--- config.mk ---
export PLATFORM = sky130hd
export DESIGN_NAME = mem_stage_lsu
export DESIGN_NICKNAME = d
export VERILOG_FILES = /design/src/rtl/lsu_pkg.sv /design/src/rtl/load_align.sv /design/src/rtl/mem_stage_lsu.sv
export SDC_FILE = /design/constraint.sdc
export NUM_CORES = 1
export LEC_CHECK = 0
export BUFFER_PORTS_ARGS = -buffer_cell sky130_fd_sc_hd__clkbuf_2
export CORE_AREA = 4 4 109 111
export DETAILED_ROUTE_END_ITERATION = 8
export DIE_AREA = 0 0 113 115
export GPL_TIMING_DRIVEN = 0
export PLACE_DENSITY = 0.74
export SYNTH_ARGS = -nofsm -noshare
export SYNTH_HDL_FRONTEND = slang
export SYNTH_SLANG_ARGS = --single-unit
--- constraint.sdc ---
create_clock -name clk -period 2.7 [get_ports clk]
set_clock_uncertainty 0.05 [all_clocks]
set_input_delay 0.135 -clock clk [delete_from_list [all_inputs] [get_ports clk]]
set_output_delay 0.135 -clock clk [all_outputs]
set_load 0.01 [all_outputs]
--- src/rtl/lsu_pkg.sv ---
// ----------------------------------------------------------------------------
// lsu_pkg
// Shared encodings for the memory-stage load/store unit:
//   - writeback source select codes
//   - func3 width/sign codes
//   - lane-0 store byte-enable patterns
//   - FSM state type
//   - misalignment rule helper
// ----------------------------------------------------------------------------
package lsu_pkg;

  // Writeback source select
  localparam logic [1:0] WB_ALU   = 2'b00;
  localparam logic [1:0] WB_LOAD  = 2'b01;
  localparam logic [1:0] WB_IMM   = 2'b10;
  localparam logic [1:0] WB_PCIMM = 2'b11;

  // Load width / sign codes
  localparam logic [2:0] F3_B  = 3'b000;
  localparam logic [2:0] F3_H  = 3'b001;
  localparam logic [2:0] F3_W  = 3'b010;
  localparam logic [2:0] F3_BU = 3'b100;
  localparam logic [2:0] F3_HU = 3'b101;

  // Store byte enables as presented by the pipeline (lane 0 based)
  localparam logic [3:0] DWE_B = 4'b0001;
  localparam logic [3:0] DWE_H = 4'b0011;
  localparam logic [3:0] DWE_W = 4'b1111;

  typedef enum logic [1:0] {
    IDLE = 2'b00,
    REQ  = 2'b01,
    WAIT = 2'b10
  } lsu_state_e;

  // Loads are judged by func3, stores by their byte-enable pattern.
  function automatic logic is_misaligned(input logic       is_load,
                                         input logic [2:0] func3,
                                         input logic [3:0] dwe,
                                         input logic [1:0] a);
    logic mis;
    if (is_load) begin
      mis = (((func3 == F3_H) || (func3 == F3_HU)) && a[0]) ||
            ((func3 == F3_W) && (a != 2'b00));
    end else begin
      mis = ((dwe == DWE_H) && a[0]) ||
            ((dwe == DWE_W) && (a != 2'b00));
    end
    return mis;
  endfunction

endpackage

--- src/rtl/load_align.sv ---
// ----------------------------------------------------------------------------
// load_align
// Combinational load-data extraction: picks the addressed byte/half out of
// the returned word and sign- or zero-extends it according to func3.
// Ports:
//   rdata  in  XLEN  raw word from data memory
//   a      in  2     byte offset within the word
//   func3  in  3     width/sign code (B, H, W, BU, HU)
//   data   out XLEN  extended load value
// ----------------------------------------------------------------------------
module load_align
  import lsu_pkg::*;
#(
  parameter int XLEN = 32
) (
  input  logic [XLEN-1:0] rdata,
  input  logic [1:0]      a,
  input  logic [2:0]      func3,
  output logic [XLEN-1:0] data
);

  logic [7:0]  byte_sel;
  logic [15:0] half_sel;

  // Half-words only ever sit in lane 0 or lane 2 once misalignment is excluded.
  assign byte_sel = rdata[{a, 3'b000} +: 8];
  assign half_sel = rdata[{a[1], 4'b0000} +: 16];

  always_comb begin
    data = rdata;
    case (func3)
      F3_B:    data = {{(XLEN-8){byte_sel[7]}}, byte_sel};
      F3_H:    data = {{(XLEN-16){half_sel[15]}}, half_sel};
      F3_BU:   data = {{(XLEN-8){1'b0}}, byte_sel};
      F3_HU:   data = {{(XLEN-16){1'b0}}, half_sel};
      default: data = rdata;
    endcase
  end

endmodule

--- src/rtl/mem_stage_lsu.sv ---
// ----------------------------------------------------------------------------
// mem_stage_lsu
// Memory stage of the pipeline: executes loads/stores from the registered
// mem_* stage signals over a valid/ready request + response-valid bus,
// produces the registered writeback payload, and stalls upstream while an
// access is outstanding. Handles lane steering, load extension,
// misalignment drop and bus timeout.
// Ports:
//   clk, reset_n            clock, synchronous active-low reset
//   mem_*_in                execute/memory pipeline register contents
//   dmem_req_valid/ready    request handshake
//   dmem_addr/we/wdata      word address, byte strobes, steered store data
//   dmem_rsp_valid/rdata    read response
//   stall                   freeze upstream pipeline registers
//   wb_rd/wb_reg_wr/wb_data registered writeback payload
//   misalign_err, bus_err   one-cycle error pulses
// ----------------------------------------------------------------------------
module mem_stage_lsu
  import lsu_pkg::*;
#(
  parameter int unsigned TIMEOUT_CYC = 64,
  parameter int          XLEN        = 32
) (
  input  logic            clk,
  input  logic            reset_n,
  input  logic [XLEN-1:0] mem_alu_out_in,
  input  logic [XLEN-1:0] mem_rv1_in,
  input  logic [XLEN-1:0] mem_pc_imm_in,
  input  logic [XLEN-1:0] mem_imm_in,
  input  logic [4:0]      mem_rd_in,
  input  logic [1:0]      mem_reg_in_sel_in,
  input  logic [3:0]      mem_dwe_in,
  input  logic [2:0]      mem_func3_in,
  input  logic            mem_mem_reg_in,
  input  logic            mem_reg_wr_in,
  output logic            dmem_req_valid,
  input  logic            dmem_req_ready,
  output logic [XLEN-1:0] dmem_addr,
  output logic [3:0]      dmem_we,
  output logic [XLEN-1:0] dmem_wdata,
  input  logic            dmem_rsp_valid,
  input  logic [XLEN-1:0] dmem_rdata,
  output logic            stall,
  output logic [4:0]      wb_rd,
  output logic            wb_reg_wr,
  output logic [XLEN-1:0] wb_data,
  output logic            misalign_err,
  output logic            bus_err
);

  localparam int CW = (TIMEOUT_CYC > 0) ? $clog2(TIMEOUT_CYC + 1) : 1;

  lsu_state_e      state_reg, state_next;
  logic [CW-1:0]   cnt_reg, cnt_next;

  logic [1:0]      a;
  logic            is_load, mem_op, mis_drop, tmo_reached;
  logic            req, complete, timeout_hit, stall_int;
  logic [XLEN-1:0] load_data, wb_data_next;

  assign a       = mem_alu_out_in[1:0];
  assign is_load = mem_mem_reg_in;
  assign mem_op  = mem_mem_reg_in | (mem_dwe_in != 4'b0000);

  // Misalignment is only evaluated when a new op is presented; anything
  // that reached REQ/WAIT was already known to be aligned.
  assign mis_drop = (state_reg == IDLE) && mem_op &&
                    is_misaligned(is_load, mem_func3_in, mem_dwe_in, a);

  assign tmo_reached = (TIMEOUT_CYC != 0) && (32'(cnt_reg) == TIMEOUT_CYC - 1);

  assign dmem_addr  = {mem_alu_out_in[XLEN-1:2], 2'b00};
  assign dmem_we    = is_load ? 4'b0000 : (mem_dwe_in << a);
  assign dmem_wdata = mem_rv1_in << {a, 3'b000};

  load_align #(.XLEN(XLEN)) u_load_align (
    .rdata (dmem_rdata),
    .a     (a),
    .func3 (mem_func3_in),
    .data  (load_data)
  );

  always_comb begin
    state_next  = state_reg;
    req         = 1'b0;
    complete    = 1'b0;
    timeout_hit = 1'b0;
    case (state_reg)
      IDLE: begin
        if (mem_op && !mis_drop) begin
          req = 1'b1;
          if (dmem_req_ready) begin
            if (is_load) state_next = WAIT;
            else         complete   = 1'b1;
          end else begin
            state_next = REQ;
          end
        end
      end
      REQ: begin
        req = 1'b1;
        // An accept in the last permitted cycle still wins over the timeout.
        if (dmem_req_ready) begin
          if (is_load) begin
            state_next = WAIT;
          end else begin
            complete   = 1'b1;
            state_next = IDLE;
          end
        end else if (tmo_reached) begin
          timeout_hit = 1'b1;
          state_next  = IDLE;
        end
      end
      WAIT: begin
        if (dmem_rsp_valid) begin
          complete   = 1'b1;
          state_next = IDLE;
        end else if (tmo_reached) begin
          timeout_hit = 1'b1;
          state_next  = IDLE;
        end
      end
      default: state_next = IDLE;
    endcase
  end

  // Counter restarts on every state change and only advances while
  // lingering in REQ or WAIT.
  always_comb begin
    cnt_next = '0;
    if ((state_next == state_reg) && (state_reg != IDLE)) begin
      cnt_next = cnt_reg + 1'b1;
    end
  end

  assign stall_int      = mem_op & ~complete & ~mis_drop & ~timeout_hit;
  assign stall          = reset_n & stall_int;
  assign dmem_req_valid = reset_n & req;

  always_comb begin
    wb_data_next = mem_alu_out_in;
    case (mem_reg_in_sel_in)
      WB_ALU:   wb_data_next = mem_alu_out_in;
      WB_LOAD:  wb_data_next = load_data;
      WB_IMM:   wb_data_next = mem_imm_in;
      WB_PCIMM: wb_data_next = mem_pc_imm_in;
      default:  wb_data_next = mem_alu_out_in;
    endcase
  end

  always_ff @(posedge clk) begin
    if (!reset_n) begin
      state_reg    <= IDLE;
      cnt_reg      <= '0;
      wb_rd        <= '0;
      wb_reg_wr    <= 1'b0;
      wb_data      <= '0;
      misalign_err <= 1'b0;
      bus_err      <= 1'b0;
    end else begin
      state_reg    <= state_next;
      cnt_reg      <= cnt_next;
      wb_rd        <= mem_rd_in;
      // A stalled cycle retires nothing, so it writes back a bubble.
      wb_reg_wr    <= mem_reg_wr_in & ~stall_int & ~mis_drop & ~timeout_hit;
      wb_data      <= wb_data_next;
      misalign_err <= mis_drop;
      bus_err      <= timeout_hit;
    end
  end

endmodule

==> results_dict.tcl <==
set metrics [dict create \
    detailed_place.area_sq_um 5650 \
    power_switching_mw 0.728 \
    cellLeakagePower_nw 2.93 \
    synth_edf_count 0 \
    crit_type "reg2reg" \
    place_congestion 0.926 \
    drc 0 \
    cts_tree "yes" \
    hold_viol 0 \
    power_frac_clock 0.218 \
    cts_root_buf "clkbuf_8" \
    whs_ps 9.92 \
    clockBufferDepth 2 \
    synthesis.instances 546 \
    largest_register_ffs 32 \
    layout_setup_ws_ps 362 \
    start_kind "flop" \
    rows 38 \
    routed_wl_um 17800 \
    fin_area_sq_um 5770 \
    netlist.area_leader.share 0.242 \
    cts_sinks 49 \
    ys_top_cells_by_area "dfxtp_1, o21ai_0, nand2_1" \
    dp_hpwl_um 14900 \
    fin_tns_setup_ps 0 \
    cts_setup_buffers 0 \
    synth_area_leader_cell "dfxtp_1" \
    initial_core_util 0.375 \
    diodes 0 \
    p_per_area_nw_per_um2 359 \
    ys_seq_elements 49 \
    swShare 0.351 \
    coreArea_sq_um 10800 \
    grt_use_total 0.255 \
    ir_worst_vdd_mv 0.222 \
    grt_pass1_vias 4952 \
    via_count 5217 \
    htree_levels 2 \
    cpPeakStageDelay_ps 800 \
    avgSynthCellArea_sq_um 7.41 \
    vias_per_cell 5.31 \
    async_reset_ff_frac 0 \
    synth_most_common_cell "nand2_1" \
    setup_viol 0 \
    comb_power_share 0.400 \
    p_total_mw 2.07 \
    timing.final.crit_period_ps 2340 \
    crit_chain "buf_2, inv_1, ha_1, nand2b_1, a21oi_1, a221oi_1, nor4_1" \
    yosys-top-cells-count "nand2_1, o21ai_0, dfxtp_1" \
    post_drt_wl_per_cell_um 18.1 \
    syn-cell-area_sq_um 4050 \
    slowest_stage "a221oi_1" \
    power.internal_mw 1.34 \
    synth_flop_cell "dfxtp_1" \
    cts_resized 0 \
    tightest_slew_ps 951 \
    port_buffers 284 \
    grt_pass1_wl_um 26500 \
    numCtsBuffers 5 \
    layout.nets 1027 \
    pre_cts_slack_ps 409 \
    drt_iter0_drc 414 \
    drive_gt1_frac 0.423 \
    fmax_ghz 0.428 \
    synth-seq-area-share 0.242 \
    status "finished clean" \
    min_path_type "in2reg" \
    ant_nets 0 \
    grt_max_degree 14 \
    num_io_pins 290 \
    grt_antenna_before_repair 0 \
    timing.final.crit_share 0.866 \
    clk_pin_slew_ps 90 \
    die_h_um 115 \
    relSlewSlack 0.366 \
    insertion_delay_ps 290 \
    seq_power_share 0.383 \
    drtPass1Iterations 5 \
    ys_types 61 \
    overflow 0 \
    grt_setup_unrepaired "no" \
    crit_fanout 9 \
    cp.arrival_ps 2430 \
    die_w_um 113 \
    yosys_warnings 0 \
    cp.required_ps 2790 \
    maxCapViolations 0 \
    cp-end-kind "flop" \
    dieArea_sq_um 13000 \
    slew_viol_final 0 \
    area_growth_pct 42.7 \
]
power groups by stage:
stage | registers [mW] | clock network [mW] | logic (mW)
finish | 0.792 | 0.451 | 0.828
global route | 0.797 | 0.487 | 0.905
CTS | 0.792 | 0.456 | 0.826
detailed placement | 0.809 | 0 | 0.817
global placement | 0.807 | 0 | 0.812
floorplan | 0.830 | 0 | 0.420
worst paths after layout:
| kind | from | endpoint | slack [ps] | cells past startpoint |
|---|---|---|---|---|
| max reg2reg | state_reg[1] | cnt_reg[6] | 360 | 7 |
| min reg2reg | cnt_reg[0] | cnt_reg[0] | 440 | 1 |
| min | mem_rd_in[0] | wb_rd[0] | 10 | 2 |
| max | state_reg[1] | cnt_reg[6] | 360 | 7 |
per-stage QoR:
stage / cells / utilization
after floorplan: 547 / -
after global routing: 982 / 0.535
after global placement: 971 / 0.523
final: 982 / 0.535
after detailed placement: 971 / 0.523
after CTS: 982 / 0.535
what timing repair did:
item                                    in CTS  in global routing
hold buffers                                 4                  0
hold endpoints to repair                     4                  0
endpoints found under the setup margin       0                  0
area by class of cell:
cell class,count,area [sq um]
clock buffers,7,86.3
well taps,140,175
plain buffers,72,428
inverters,20,75.1
flip-flops and latches,49,981
fillers,1120,5020
multi-input cells,406,2570
repair buffers,288,1460
cells by family after synthesis:
| family | share of synthesized area |
|---|---|
| compound gates | 0.313 |
| simple gates | 0.209 |
| buf+inv | 0.124 |
| flops | 0.242 |
| mux | 0.0863 |
| fa+ha+maj | 0.0155 |
| xor+xnor | 0.00866 |
| other cells | 0.000927 |
critical path: cells and delay by family, from the launching register on:
kind,cells,cell delay [ps]
compound gates,2,880
flops,1,390
buf+inv,2,320
simple gates,2,300
fa+ha+maj,1,230
layout by cell type (no fill, tap or decap), drive strengths merged, types with 3 or more instances in the layout:
master | synthesis | routed
clkbuf | 24 | 315
nand2 | 77 | 77
o21ai | 65 | 65
dfxtp | 49 | 49
buf | 48 | 48
a21oi | 34 | 34
nor2 | 28 | 28
mux2i | 27 | 27
a31oi | 24 | 24
inv | 20 | 20
and2 | 15 | 15
a211oi | 13 | 13
nor2b | 12 | 12
a221oi | 10 | 10
o221ai | 8 | 8
nand2b | 8 | 8
o21a | 6 | 6
nor4 | 6 | 6
nand3 | 5 | 5
o211ai | 5 | 5
mux2 | 5 | 5
ha | 5 | 5
o22ai | 4 | 4
dlygate4sd3 | 0 | 4
nor3 | 3 | 3
nor3b | 3 | 3
and3b | 3 | 3
a32oi | 3 | 3
a2bb2oi | 3 | 3
and3 | 3 | 3
a2111oi | 3 | 3
layer usage:
metal | global-route usage | wire, um | share of wire | up-vias
met5 | 0 | 0 | 0 | -
met4 | 0.0681 | 363 | 0.020 | 0
met3 | 0.0521 | 1610 | 0.090 | 24
met2 | 0.442 | 8630 | 0.49 | 284
met1 | 0.322 | 7180 | 0.40 | 2375
li1 | - | - | - | 2534
Note: power is estimated with default switching activity, not from simulation.
